==> src/rtl/mips_muldiv_pkg.sv <==
// mips_muldiv_pkg
// Shared types and helpers for the multi-cycle multiply/divide unit.
//   muldiv_op_t    : operation code carried on the 3-bit op port.
//   muldiv_state_t : FSM state encoding.
//   abs_val()      : two's-complement magnitude of a sign-extended operand.
package mips_muldiv_pkg;

    // Working width of abs_val. Callers sign-extend their operand up to
    // MAX_W and size-cast the result back down, so any WIDTH < MAX_W works.
    localparam int MAX_W = 128;

    typedef enum logic [2:0] {
        MULT  = 3'd0,
        MULTU = 3'd1,
        DIV   = 3'd2,
        DIVU  = 3'd3,
        MTHI  = 3'd4,
        MTLO  = 3'd5
    } muldiv_op_t;

    // The S_ prefix keeps the state names apart from the DIV opcode literal.
    typedef enum logic [1:0] {
        S_IDLE = 2'd0,
        S_MUL  = 2'd1,
        S_DIV  = 2'd2,
        S_FIX  = 2'd3
    } muldiv_state_t;

    // x is the operand sign-extended to MAX_W bits. With signed_en low the
    // value passes through unchanged, so its low bits are the raw operand.
    // The most negative WIDTH-bit value maps to 2^(WIDTH-1), which still
    // fits in WIDTH bits as an unsigned magnitude.
    function automatic logic [MAX_W-1:0] abs_val(input logic [MAX_W-1:0] x,
                                                 input logic             signed_en);
        if (signed_en && x[MAX_W-1]) begin
            return -x;
        end
        return x;
    endfunction

endpackage

==> src/rtl/mips_muldiv_step.sv <==
// mips_muldiv_step
// One iteration of the radix-2 multiply/divide datapath (purely combinational).
// The unit keeps a single 2*WIDTH scratch register acc:
//   multiply : acc = {partial product, remaining multiplier bits}
//   divide   : acc = {partial remainder, dividend bits / quotient bits}
// Ports:
//   div_mode : 0 = shift-add multiply step, 1 = restoring divide step
//   acc_in   : scratch register before the step
//   opnd     : multiplicand (multiply) or divisor (divide) magnitude
//   acc_out  : scratch register after the step
module mips_muldiv_step #(
    parameter int WIDTH = 32
) (
    input  logic               div_mode,
    input  logic [2*WIDTH-1:0] acc_in,
    input  logic [WIDTH-1:0]   opnd,
    output logic [2*WIDTH-1:0] acc_out
);

    logic [WIDTH-1:0] mul_addend;
    logic [WIDTH:0]   mul_sum;
    logic [WIDTH:0]   div_shift;
    logic             div_ge;
    logic [WIDTH-1:0] div_sub;

    always_comb begin
        // Multiply: add the multiplicand into the upper half when the current
        // multiplier bit (acc bit 0) is set, then shift the whole accumulator
        // right by one, keeping the carry as the new top bit.
        mul_addend = acc_in[0] ? opnd : '0;
        mul_sum    = {1'b0, acc_in[2*WIDTH-1:WIDTH]} + {1'b0, mul_addend};

        // Divide: shift the next dividend bit into the partial remainder.
        // The shifted remainder needs WIDTH+1 bits (the carry bit); when the
        // trial subtract succeeds the difference is below the divisor, so a
        // WIDTH-bit modular subtract gives the exact new remainder.
        div_shift = {acc_in[2*WIDTH-1:WIDTH], acc_in[WIDTH-1]};
        div_ge    = (div_shift >= {1'b0, opnd});
        div_sub   = div_shift[WIDTH-1:0] - opnd;

        if (!div_mode) begin
            acc_out = {mul_sum, acc_in[WIDTH-1:1]};
        end else if (div_ge) begin
            acc_out = {div_sub, acc_in[WIDTH-2:0], 1'b1};
        end else begin
            acc_out = {div_shift[WIDTH-1:0], acc_in[WIDTH-2:0], 1'b0};
        end
    end

endmodule

==> src/rtl/mips_muldiv.sv <==
// mips_muldiv
// Multi-cycle integer multiply/divide unit with architectural HI/LO registers.
// Executes MULT, MULTU, DIV, DIVU (iterative, WIDTH+1 cycles busy) and
// MTHI, MTLO (single edge, no busy).
//
// Handshake: start is sampled only on an edge where busy is low. A mul/div
// start raises busy from that edge; busy stays high for WIDTH+1 cycles and
// falls in the same cycle that done pulses high for exactly one cycle, at
// which point hi/lo already hold the result. start while busy is ignored,
// never queued. flush while busy abandons the operation at the next edge
// (no done, hi/lo untouched); flush beats start in an idle cycle.
//
// Ports:
//   clk, rst    : rising-edge clock, asynchronous active-high reset
//   start, op   : request and operation code (muldiv_op_t)
//   op_a, op_b  : rs / rt operands
//   flush       : abort in-flight operation
//   busy        : FSM not idle
//   done        : one-cycle pulse when a mul/div result lands in hi/lo
//   div_by_zero : qualifies done for a divide with op_b == 0
//   hi, lo      : architectural HI/LO registers
//   state_dbg   : current FSM state (muldiv_state_t encoding)
module mips_muldiv
    import mips_muldiv_pkg::*;
#(
    parameter int WIDTH = 32,
    parameter int CNT_W = $clog2(WIDTH) + 1
) (
    input  logic             clk,
    input  logic             rst,
    input  logic             start,
    input  logic [2:0]       op,
    input  logic [WIDTH-1:0] op_a,
    input  logic [WIDTH-1:0] op_b,
    input  logic             flush,
    output logic             busy,
    output logic             done,
    output logic             div_by_zero,
    output logic [WIDTH-1:0] hi,
    output logic [WIDTH-1:0] lo,
    output logic [1:0]       state_dbg
);

    muldiv_op_t         op_e;
    muldiv_state_t      state_q;
    logic [CNT_W-1:0]   cnt_q;
    logic [2*WIDTH-1:0] acc_q;
    logic [2*WIDTH-1:0] acc_step;
    logic [WIDTH-1:0]   opnd_q;
    logic               is_div_q;
    logic               neg_res_q;   // negate product / quotient in FIX
    logic               neg_rem_q;   // negate remainder in FIX
    logic               dbz_q;       // current divide has a zero divisor
    logic [WIDTH-1:0]   hi_q;
    logic [WIDTH-1:0]   lo_q;
    logic               done_q;
    logic               dbz_out_q;

    // Issue-side decode
    logic               op_signed;
    logic               op_div;
    logic               op_arith;
    logic [WIDTH-1:0]   mag_a;
    logic [WIDTH-1:0]   mag_b;

    // FIX-stage result shaping
    logic [2*WIDTH-1:0] prod_fix;
    logic [WIDTH-1:0]   quot;
    logic [WIDTH-1:0]   rem;
    logic [WIDTH-1:0]   fix_hi;
    logic [WIDTH-1:0]   fix_lo;

    assign op_e = muldiv_op_t'(op);

    always_comb begin
        op_signed = (op_e == MULT) || (op_e == DIV);
        op_div    = (op_e == DIV)  || (op_e == DIVU);
        op_arith  = op_signed || (op_e == MULTU) || (op_e == DIVU);
        // Always sign-extend; abs_val only negates when op_signed is set,
        // so unsigned ops get their raw bits back after the size cast.
        mag_a = WIDTH'(abs_val(MAX_W'($signed(op_a)), op_signed));
        mag_b = WIDTH'(abs_val(MAX_W'($signed(op_b)), op_signed));
    end

    mips_muldiv_step #(
        .WIDTH (WIDTH)
    ) u_step (
        .div_mode (is_div_q),
        .acc_in   (acc_q),
        .opnd     (opnd_q),
        .acc_out  (acc_step)
    );

    always_comb begin
        quot     = acc_q[WIDTH-1:0];
        rem      = acc_q[2*WIDTH-1:WIDTH];
        prod_fix = neg_res_q ? -acc_q : acc_q;
        if (is_div_q) begin
            // With a zero divisor the iterations leave rem = |op_a|, so the
            // remainder sign fix restores op_a; the quotient is forced to
            // all ones regardless of operand signs.
            fix_lo = dbz_q ? '1 : (neg_res_q ? -quot : quot);
            fix_hi = neg_rem_q ? -rem : rem;
        end else begin
            fix_hi = prod_fix[2*WIDTH-1:WIDTH];
            fix_lo = prod_fix[WIDTH-1:0];
        end
    end

    always_ff @(posedge clk or posedge rst) begin
        if (rst) begin
            state_q   <= S_IDLE;
            cnt_q     <= '0;
            acc_q     <= '0;
            opnd_q    <= '0;
            is_div_q  <= 1'b0;
            neg_res_q <= 1'b0;
            neg_rem_q <= 1'b0;
            dbz_q     <= 1'b0;
            hi_q      <= '0;
            lo_q      <= '0;
            done_q    <= 1'b0;
            dbz_out_q <= 1'b0;
        end else begin
            done_q    <= 1'b0;
            dbz_out_q <= 1'b0;
            case (state_q)
                S_IDLE: begin
                    if (start && !flush) begin
                        if (op_e == MTHI) begin
                            hi_q <= op_a;
                        end else if (op_e == MTLO) begin
                            lo_q <= op_a;
                        end else if (op_arith) begin
                            state_q   <= op_div ? S_DIV : S_MUL;
                            cnt_q     <= '0;
                            // Multiply: low half holds the multiplier and the
                            // multiplicand is added. Divide: low half holds
                            // the dividend and the divisor is subtracted.
                            acc_q     <= {{WIDTH{1'b0}}, (op_div ? mag_a : mag_b)};
                            opnd_q    <= op_div ? mag_b : mag_a;
                            is_div_q  <= op_div;
                            neg_res_q <= op_signed && (op_a[WIDTH-1] ^ op_b[WIDTH-1]);
                            neg_rem_q <= op_signed && op_a[WIDTH-1];
                            dbz_q     <= op_div && (op_b == '0);
                        end
                    end
                end
                S_MUL, S_DIV: begin
                    if (flush) begin
                        state_q <= S_IDLE;
                    end else begin
                        acc_q <= acc_step;
                        cnt_q <= cnt_q + 1'b1;
                        if (cnt_q == CNT_W'(WIDTH - 1)) begin
                            state_q <= S_FIX;
                        end
                    end
                end
                S_FIX: begin
                    state_q <= S_IDLE;
                    if (!flush) begin
                        hi_q      <= fix_hi;
                        lo_q      <= fix_lo;
                        done_q    <= 1'b1;
                        dbz_out_q <= dbz_q;
                    end
                end
                default: state_q <= S_IDLE;
            endcase
        end
    end

    assign busy        = (state_q != S_IDLE);
    assign done        = done_q;
    assign div_by_zero = dbz_out_q;
    assign hi          = hi_q;
    assign lo          = lo_q;
    assign state_dbg   = state_q;

endmodule

==> config.mk <==
export PLATFORM = sky130hd
export DESIGN_NAME = mips_muldiv
export DESIGN_NICKNAME = d
export VERILOG_FILES = /design/src/rtl/mips_muldiv_pkg.sv /design/src/rtl/mips_muldiv_step.sv /design/src/rtl/mips_muldiv.sv
export SDC_FILE = /design/constraint.sdc
export NUM_CORES = 1
export LEC_CHECK = 0
export BUFFER_PORTS_ARGS = -buffer_cell sky130_fd_sc_hd__buf_2
export CAP_MARGIN = 25
export CORE_MARGIN = 3
export CORE_UTILIZATION = 49
export CTS_BUF_LIST = sky130_fd_sc_hd__clkbuf_8
export CTS_CLUSTER_SIZE = 14
export DETAILED_ROUTE_END_ITERATION = 8
export PLACE_DENSITY_LB_ADDON = 0.12
export SYNTH_ARGS = -nofsm -noshare
export SYNTH_HDL_FRONTEND = slang
export SYNTH_SLANG_ARGS = --single-unit
==> constraint.sdc <==
create_clock -name clk -period 5.3 [get_ports clk]
set_clock_uncertainty 0.15 [all_clocks]
set_input_delay 0.53 -clock clk [delete_from_list [all_inputs] [get_ports clk]]
set_output_delay 0.53 -clock clk [all_outputs]
set_load 0.01 [all_outputs]
==> results.ini, run 1 <==
[status]
status = completed

[setup_path]
start_kind = register
cp_max_fo = 21
path_class = register to register
crit_path_end_kind = register
cp_data_arrival_time_ns = 4.29
worstPathRequired_ns = 5.53

[detailed_routing]
firstDrtPassIters = 5
wl_um = 54400
ant_nets = 0
routed_via_density = 6.34
drt-initial-drc-count = 1733
wl_per_cell_um = 23.1
drc_errors = 0
vias = 14900

[timing]
hold_viol_final = 0
postLayoutSetupSlackWorst_ns = 1.24
worst_pin_slew_ns = 1.09
drv_slew = 0
period_needed_ns = 4.06
clock.fmax_mhz = 246
holdWs_ns = 0.160
rsz0062_at_grt = no
finalSetupViolCount = 0
slew_headroom = 0.274
timing.final.crit_share = 0.766
tns_ns = 0

[global_routing]
grt_pass1_wl_um = 82300
grt_overflow = 0
grt_usage = 0.324
grt_max_degree = 175
grt_pass1_vias = 13600
antenna_found_initial = 0

[clock_tree]
post_cts_resized = 0
root_buffer = clkbuf_8
post_cts_buffers = 0
cts.sinks = 174
cts_buffer_depth = 2
clk_latency_ns = 0.50
cts_made_buffers = 17
cts_tree = yes
clk_transition_reported_paths_ns = 0.11
hold_buffers = 0
htreeDepth = 4

[floorplanning]
coreArea_um2 = 29800
fp-row-count = 63
pin_count = 140
start_util = 0.499
die_x_um = 180
die_height_um = 180
die_area_um2 = 32500

[cells_and_area]
nFillCells = 2935
seq_area_um2 = 4360
fin_nets = 2093
drive_above_1_share = 0.129
fin_util = 0.545
multiInputGateArea_um2 = 9860
area_growth_pct = 9.12

[synth]
synth_ff_type = dfrtp_1
ys_seq_area_frac = 0.293
synth.avg_cell_area_um2 = 7.93
syn_nets = 2020
synth_area_um2 = 14900
synthArstFlopShare = 1.00
postSynthCellCount = 1876
yosysWarnings = 0
yosysUniqueCellTypes = 78
synth_edf_count = 0
ys_seq_elements = 174

[power]
total_leakage_power_uw = 0.00701
powerDensity_nw_per_um2 = 678
peakVddDrop_v = 0.000247

[placed_design]
dpl.hpwl_um = 41700
portBuffers = 139
pre_cts_ws_ns = 1.29
gp_congestion = 0.944

[run]
cap_violations = 0

[min_path]
worstHoldPathType = primary input to async pin

[registers in the layout (all words and copies together) (netlist names)]
name,flops
acc_q,64
hi,32
lo,32
opnd_q,32
cnt_q,6
state_dbg,2
dbz_q,1
div_by_zero,1
done,1
is_div_q,1
neg_rem_q,1
neg_res_q,1
[power by group]
part           internal, uW  leakage, uW  switching, uW  total (uW)
sequential             1940      0.00215            839        2770
clock                   355     0.000189            606         961
combinational          2860      0.00467           4410        7270
[cells in the final DEF (no fill, tap or decap), drive strengths merged, types with 5 or more instances in the layout]
cell type  count
mux2i         42
o22ai         31
nor4          18
a221oi         7
dfrtp        174
nor2         167
and2           9
o41ai         14
o21bai         9
mux2          19
o311ai         8
buf          163
nand2        225
nor3b          7
clkbuf        18
nand4         10
a22oi         24
o21a          10
o21ai        205
o211ai        18
a31oi         15
inv           76
o221ai        14
ha            71
nand3b         6
xnor2         90
a22o           5
nor3          34
nand3         35
and3           9
xor2          82
or4           16
or3           20
a211oi        30
nand2b        18
a21o          32
a21boi         5
a21oi        153
nor2b          9
o31ai         27
[critical path, cell delays in order (launching register included)]
cell and delay, ns:
dfrtp_1 0.45, inv_1 0.56, nor2_1 0.09, ha_1 0.37
a21oi_1 0.20, nor3b_1 0.38, a21boi_0 0.20, o21a_1 0.25
o21ai_0 0.23, nor2b_1 0.25, o21ai_0 0.13, a211oi_1 0.28
a2111oi_0 0.11, a211o_1 0.30
[per-layer routing]
metal | up-vias | wire [um] | GRT usage
li1 | 6933 | - | -
met1 | 7139 | 24200 | 0.468
met2 | 735 | 22900 | 0.477
met3 | 103 | 4970 | 0.0686
met4 | 0 | 2300 | 0.123
met5 | - | 0 | 0
[final timing paths]
kind	start	to	slack, ns	cells past startpoint
worst max register to register	acc_q[0]	acc_q[51]	1.24	13
worst min-delay path	rst	lo[17]	0.16	3
min in group clk	flush	done	0.16	2
max in group asynchronous	rst	is_div_q	4.04	3
worst min register to register	lo[11]	lo[11]	0.33	2
worst max-delay path	acc_q[0]	acc_q[51]	1.24	13
[layout make-up]
cell class / count / area share
diodes: 1 / 0.000154
repair buffers: 163 / 0.0555
multi-input cells: 1525 / 0.607
clock buffers: 18 / 0.0153
inverters: 68 / 0.0160
clock inverters: 14 / 0.00763
flip-flops and latches: 174 / 0.268
well taps: 390 / 0.0301
[cells by family (layout without fill, tap and decap cells)]
logic type | count (synthesis) | after routing | synth area share
xor gates and xnor gates | 172 | 172 | 0.101
other | 0 | 1 | 0
AOI/OAI and AO/OA | 627 | 627 | 0.263
buffers and inverters | 177 | 263 | 0.0464
and+or+nand+nor | 592 | 592 | 0.192
adders and majority gates | 73 | 73 | 0.0624
muxes | 61 | 61 | 0.0426
DFF | 174 | 174 | 0.293
[synthesized netlist by cell type, types with 10 or more instances]
library cell,count,share of area
nand2_1,223,0.056
o21ai_0,194,0.065
dfrtp_1,174,0.29
nor2_1,166,0.042
a21oi_1,152,0.051
clkbuf_1,92,0.023
xnor2_1,90,0.053
xor2_1,82,0.048
ha_1,71,0.060
inv_1,68,0.017
mux2i_1,42,0.028
nand3_1,34,0.011
nor3_1,33,0.011
a21o_1,32,0.016
o22ai_1,31,0.013
a211oi_1,30,0.015
o31ai_1,27,0.014
a22oi_1,24,0.012
mux2_2,19,0.014
or3_1,19,0.0080
o211ai_1,18,0.0091
nand2b_1,17,0.0071
a31oi_1,15,0.0063
o221ai_1,14,0.0082
nand4_1,10,0.0042
nor4_1,10,0.0042
o21a_1,10,0.0050
o21ai_1,10,0.0034
o41ai_1,10,0.0059
or4_1,10,0.0050
[metrics by stage]
stage / power, uW / cells / cell area (um^2)
after floorplan: 7790 / 1876 / 14900
after global placement: 9850 / 2318 / 15800
after detailed placement: 9920 / 2319 / 15800
after CTS: 10900 / 2351 / 16200
after global routing: 11900 / 2352 / 16200
final: 11000 / 2353 / 16200
Note: power is estimated with default switching activity, not from simulation.
==> inputs of run 2 (changes only) <==
==> constraint.sdc (replaced) <==
create_clock -name clk -period 3.6 [get_ports clk]
set_clock_uncertainty 0.15 [all_clocks]
set_input_delay 0.36 -clock clk [delete_from_list [all_inputs] [get_ports clk]]
set_output_delay 0.36 -clock clk [all_outputs]
set_load 0.01 [all_outputs]
==> results.ini, run 2 (synthesis gave the netlist of run 1 again) <==
[timing]
slew_headroom = 0.341  ; +0.0673
period_needed_ns = 3.50  ; -0.556 ns
clock.fmax_mhz = 285  ; +16%
finalSetupViolCount = 0  ; unchanged
worst_pin_slew_ns = 0.985  ; -0.102 ns
hold_viol_final = 0  ; unchanged
timing.final.crit_share = 0.974  ; +0.207
rsz0062_at_grt = yes
postLayoutSetupSlackWorst_ns = 0.0951  ; -1.14 ns
drv_slew = 0  ; unchanged

[detailed_routing]
routed_via_density = 6.18  ; -2.5%
drc_errors = 0  ; unchanged
wl_per_cell_um = 22.8  ; -1.4%
vias = 15300  ; +2.3%
drt-initial-drc-count = 1795  ; +3.6%
wl_um = 56300  ; +3.5%
firstDrtPassIters = 8  ; +3
ant_nets = 0  ; unchanged

[run]
cap_violations = 0  ; unchanged

[cells_and_area]
nFillCells = 2804  ; -4.5%
seq_area_um2 = 4360  ; unchanged
layout_commonest_cell = nand2_1
area_growth_pct = 16.8
diodes = 0  ; -1
fin_nets = 2211  ; +5.6%
stdcell_count = 2470  ; +5.0%
fin_util = 0.583  ; +0.0384
layout_common_cells = 223 x nand2_1, 188 x o21ai_0, 173 x dfrtp_1
drive_above_1_share = 0.185  ; +0.0561
largest_reg_flops = 64  ; unchanged
top_register = acc_q
multiInputGateArea_um2 = 9960  ; +1.0%
fin_area_um2 = 17400  ; +7.0%

[power]
swShare = 0.507  ; -0.0248
total_leakage_power_uw = 0.00770  ; +9.7%
cellInternalPower_uw = 8650  ; +68%
power_frac_comb = 0.701  ; +0.040
p_clk_frac = 0.089  ; +0.002
power_frac_seq = 0.210  ; -0.042
powerDensity_nw_per_um2 = 1010  ; +49%
peakVddDrop_v = 0.000557  ; +130%
p_sw_uw = 8900  ; +52%

[placed_design]
dpl.cell_count = 2424  ; +4.5%
portBuffers = 139  ; unchanged
post_dp_cell_area_um2 = 16700  ; +5.5%
gp_congestion = 1.01  ; +7.2%
dpl.hpwl_um = 44000  ; +5.5%
pre_cts_ws_ns = -0.291  ; -1.58 ns

[setup_path]
crit_top_cell = buf_4
worstPathRequired_ns = 3.83  ; -1.70 ns
start_kind = register
cp_cell_sequence = inv_2 > buf_12 > buf_6 > nor2_1 > ha_1 > nand4_1 > or4_4 > a211oi_2 > buf_4 > o41ai_4 > a21boi_2 > o21ai_2 > a21oi_1 > buf_4 > xor2_1 > a221o_1
crit_path_end_kind = register
path_class = register to register
critPathMaxStageDelay_ns = 0.54  ; -0.02 ns
cp_data_arrival_time_ns = 3.74  ; -0.55 ns
ff2ff_path_depth = 16  ; +3
critPathSlowestCell = or4_4
cp_max_fo = 6  ; -71%

[floorplanning]
fp-row-count = 63  ; unchanged
die_x_um = 180  ; unchanged
die_height_um = 180  ; unchanged
start_util = 0.499  ; unchanged
die_area_um2 = 32500  ; unchanged
pin_count = 140  ; unchanged
coreArea_um2 = 29800  ; unchanged

[status]
status = completed

[global_routing]
antenna_found_initial = 0  ; unchanged
grt_usage = 0.334  ; +0.0101
grt_pass1_wl_um = 85000  ; +3.2%
grt_max_degree = 79  ; -55%
grt_pass1_vias = 14000  ; +2.4%
grt_overflow = 0  ; unchanged

[clock_tree]
clk_transition_reported_paths_ns = 0.11  ; about the same
clk_latency_ns = 0.50  ; about the same
cts_buffer_depth = 2  ; unchanged
cts_tree = yes
root_buffer = clkbuf_8
htreeDepth = 4  ; unchanged
cts_made_buffers = 17  ; unchanged
cts.sinks = 174  ; unchanged

[min_path]
worstHoldPathType = primary input to register
holdPathStages = 3

## run 2: path summary, 6_finish.rpt
check	end	slack, ns	start
max reg2reg	acc_q[59]	0.1	acc_q[0]
min reg2reg	lo[5]	0.33	lo[5]
max in group asynchronous	opnd_q[10]	2.35	rst
min	opnd_q[19]	0.06	op_b[19]
min in group asynchronous	lo[9]	0.14	rst
max	acc_q[59]	0.1	acc_q[0]
## run 2: final cells by class
cell class	count	share of cell area
clock buffer	17	0.0135
clock inverter	15	0.0107
inverter	68	0.0149
multi-input combinational	1525	0.573
sequential	174	0.251
tap	390	0.0281
timing repair buffer	281	0.109
## run 2: power by group through the flow
stage	Clock (uW)	Combinational [uW]	Sequential, uW
5_1_grt	1650	13400	3810
3_5_place_dp	0	11800	3720
4_1_cts	1560	11800	3670
2_1_floorplan	0	7720	3750
3_3_place_gp	0	11700	3680
6_report	1560	12300	3690
## run 2: stage by stage
step	TNS, ns	total power, uW	hold slack, ns
after floorplan	0	11500	0.278
after global routing	-0.0558	18900	0.0628
after detailed placement	-0.534	15500	0.312
final	0	17600	0.0624
after CTS	0	17100	0.0365
after global placement	-0.238	15400	0.305
## run 2: per-layer routing
metal | up-vias | global-route usage | share of wire
li1 | 7159 | - | -
met1 | 7222 | 0.480 | 0.44
met2 | 774 | 0.500 | 0.43
met3 | 104 | 0.0672 | 0.099
met4 | 0 | 0.119 | 0.036
met5 | - | 0 | 0
## run 2: what timing repair did
action / CTS / global route
gates resized for setup: 3 / 25
buffers inserted: 0 / 10
endpoints found under the hold margin: 36 / 0
setup endpoints to repair: 4 / 21
pin swaps: 0 / 15
hold buffers: 2 / 0
cloned: 0 / 1
## run 2: critical path: cells and delay by family (launching register included)
| kind | cells | cell delay, ns |
|---|---|---|
| AND/OR/NAND/NOR | 3 | 0.73 |
| AO/OA/AOI/OAI | 6 | 1.08 |
| adder cells (fa/ha/maj) | 1 | 0.30 |
| buffers and inverters | 5 | 0.67 |
| XOR/XNOR | 1 | 0.06 |
| flip-flops | 1 | 0.42 |
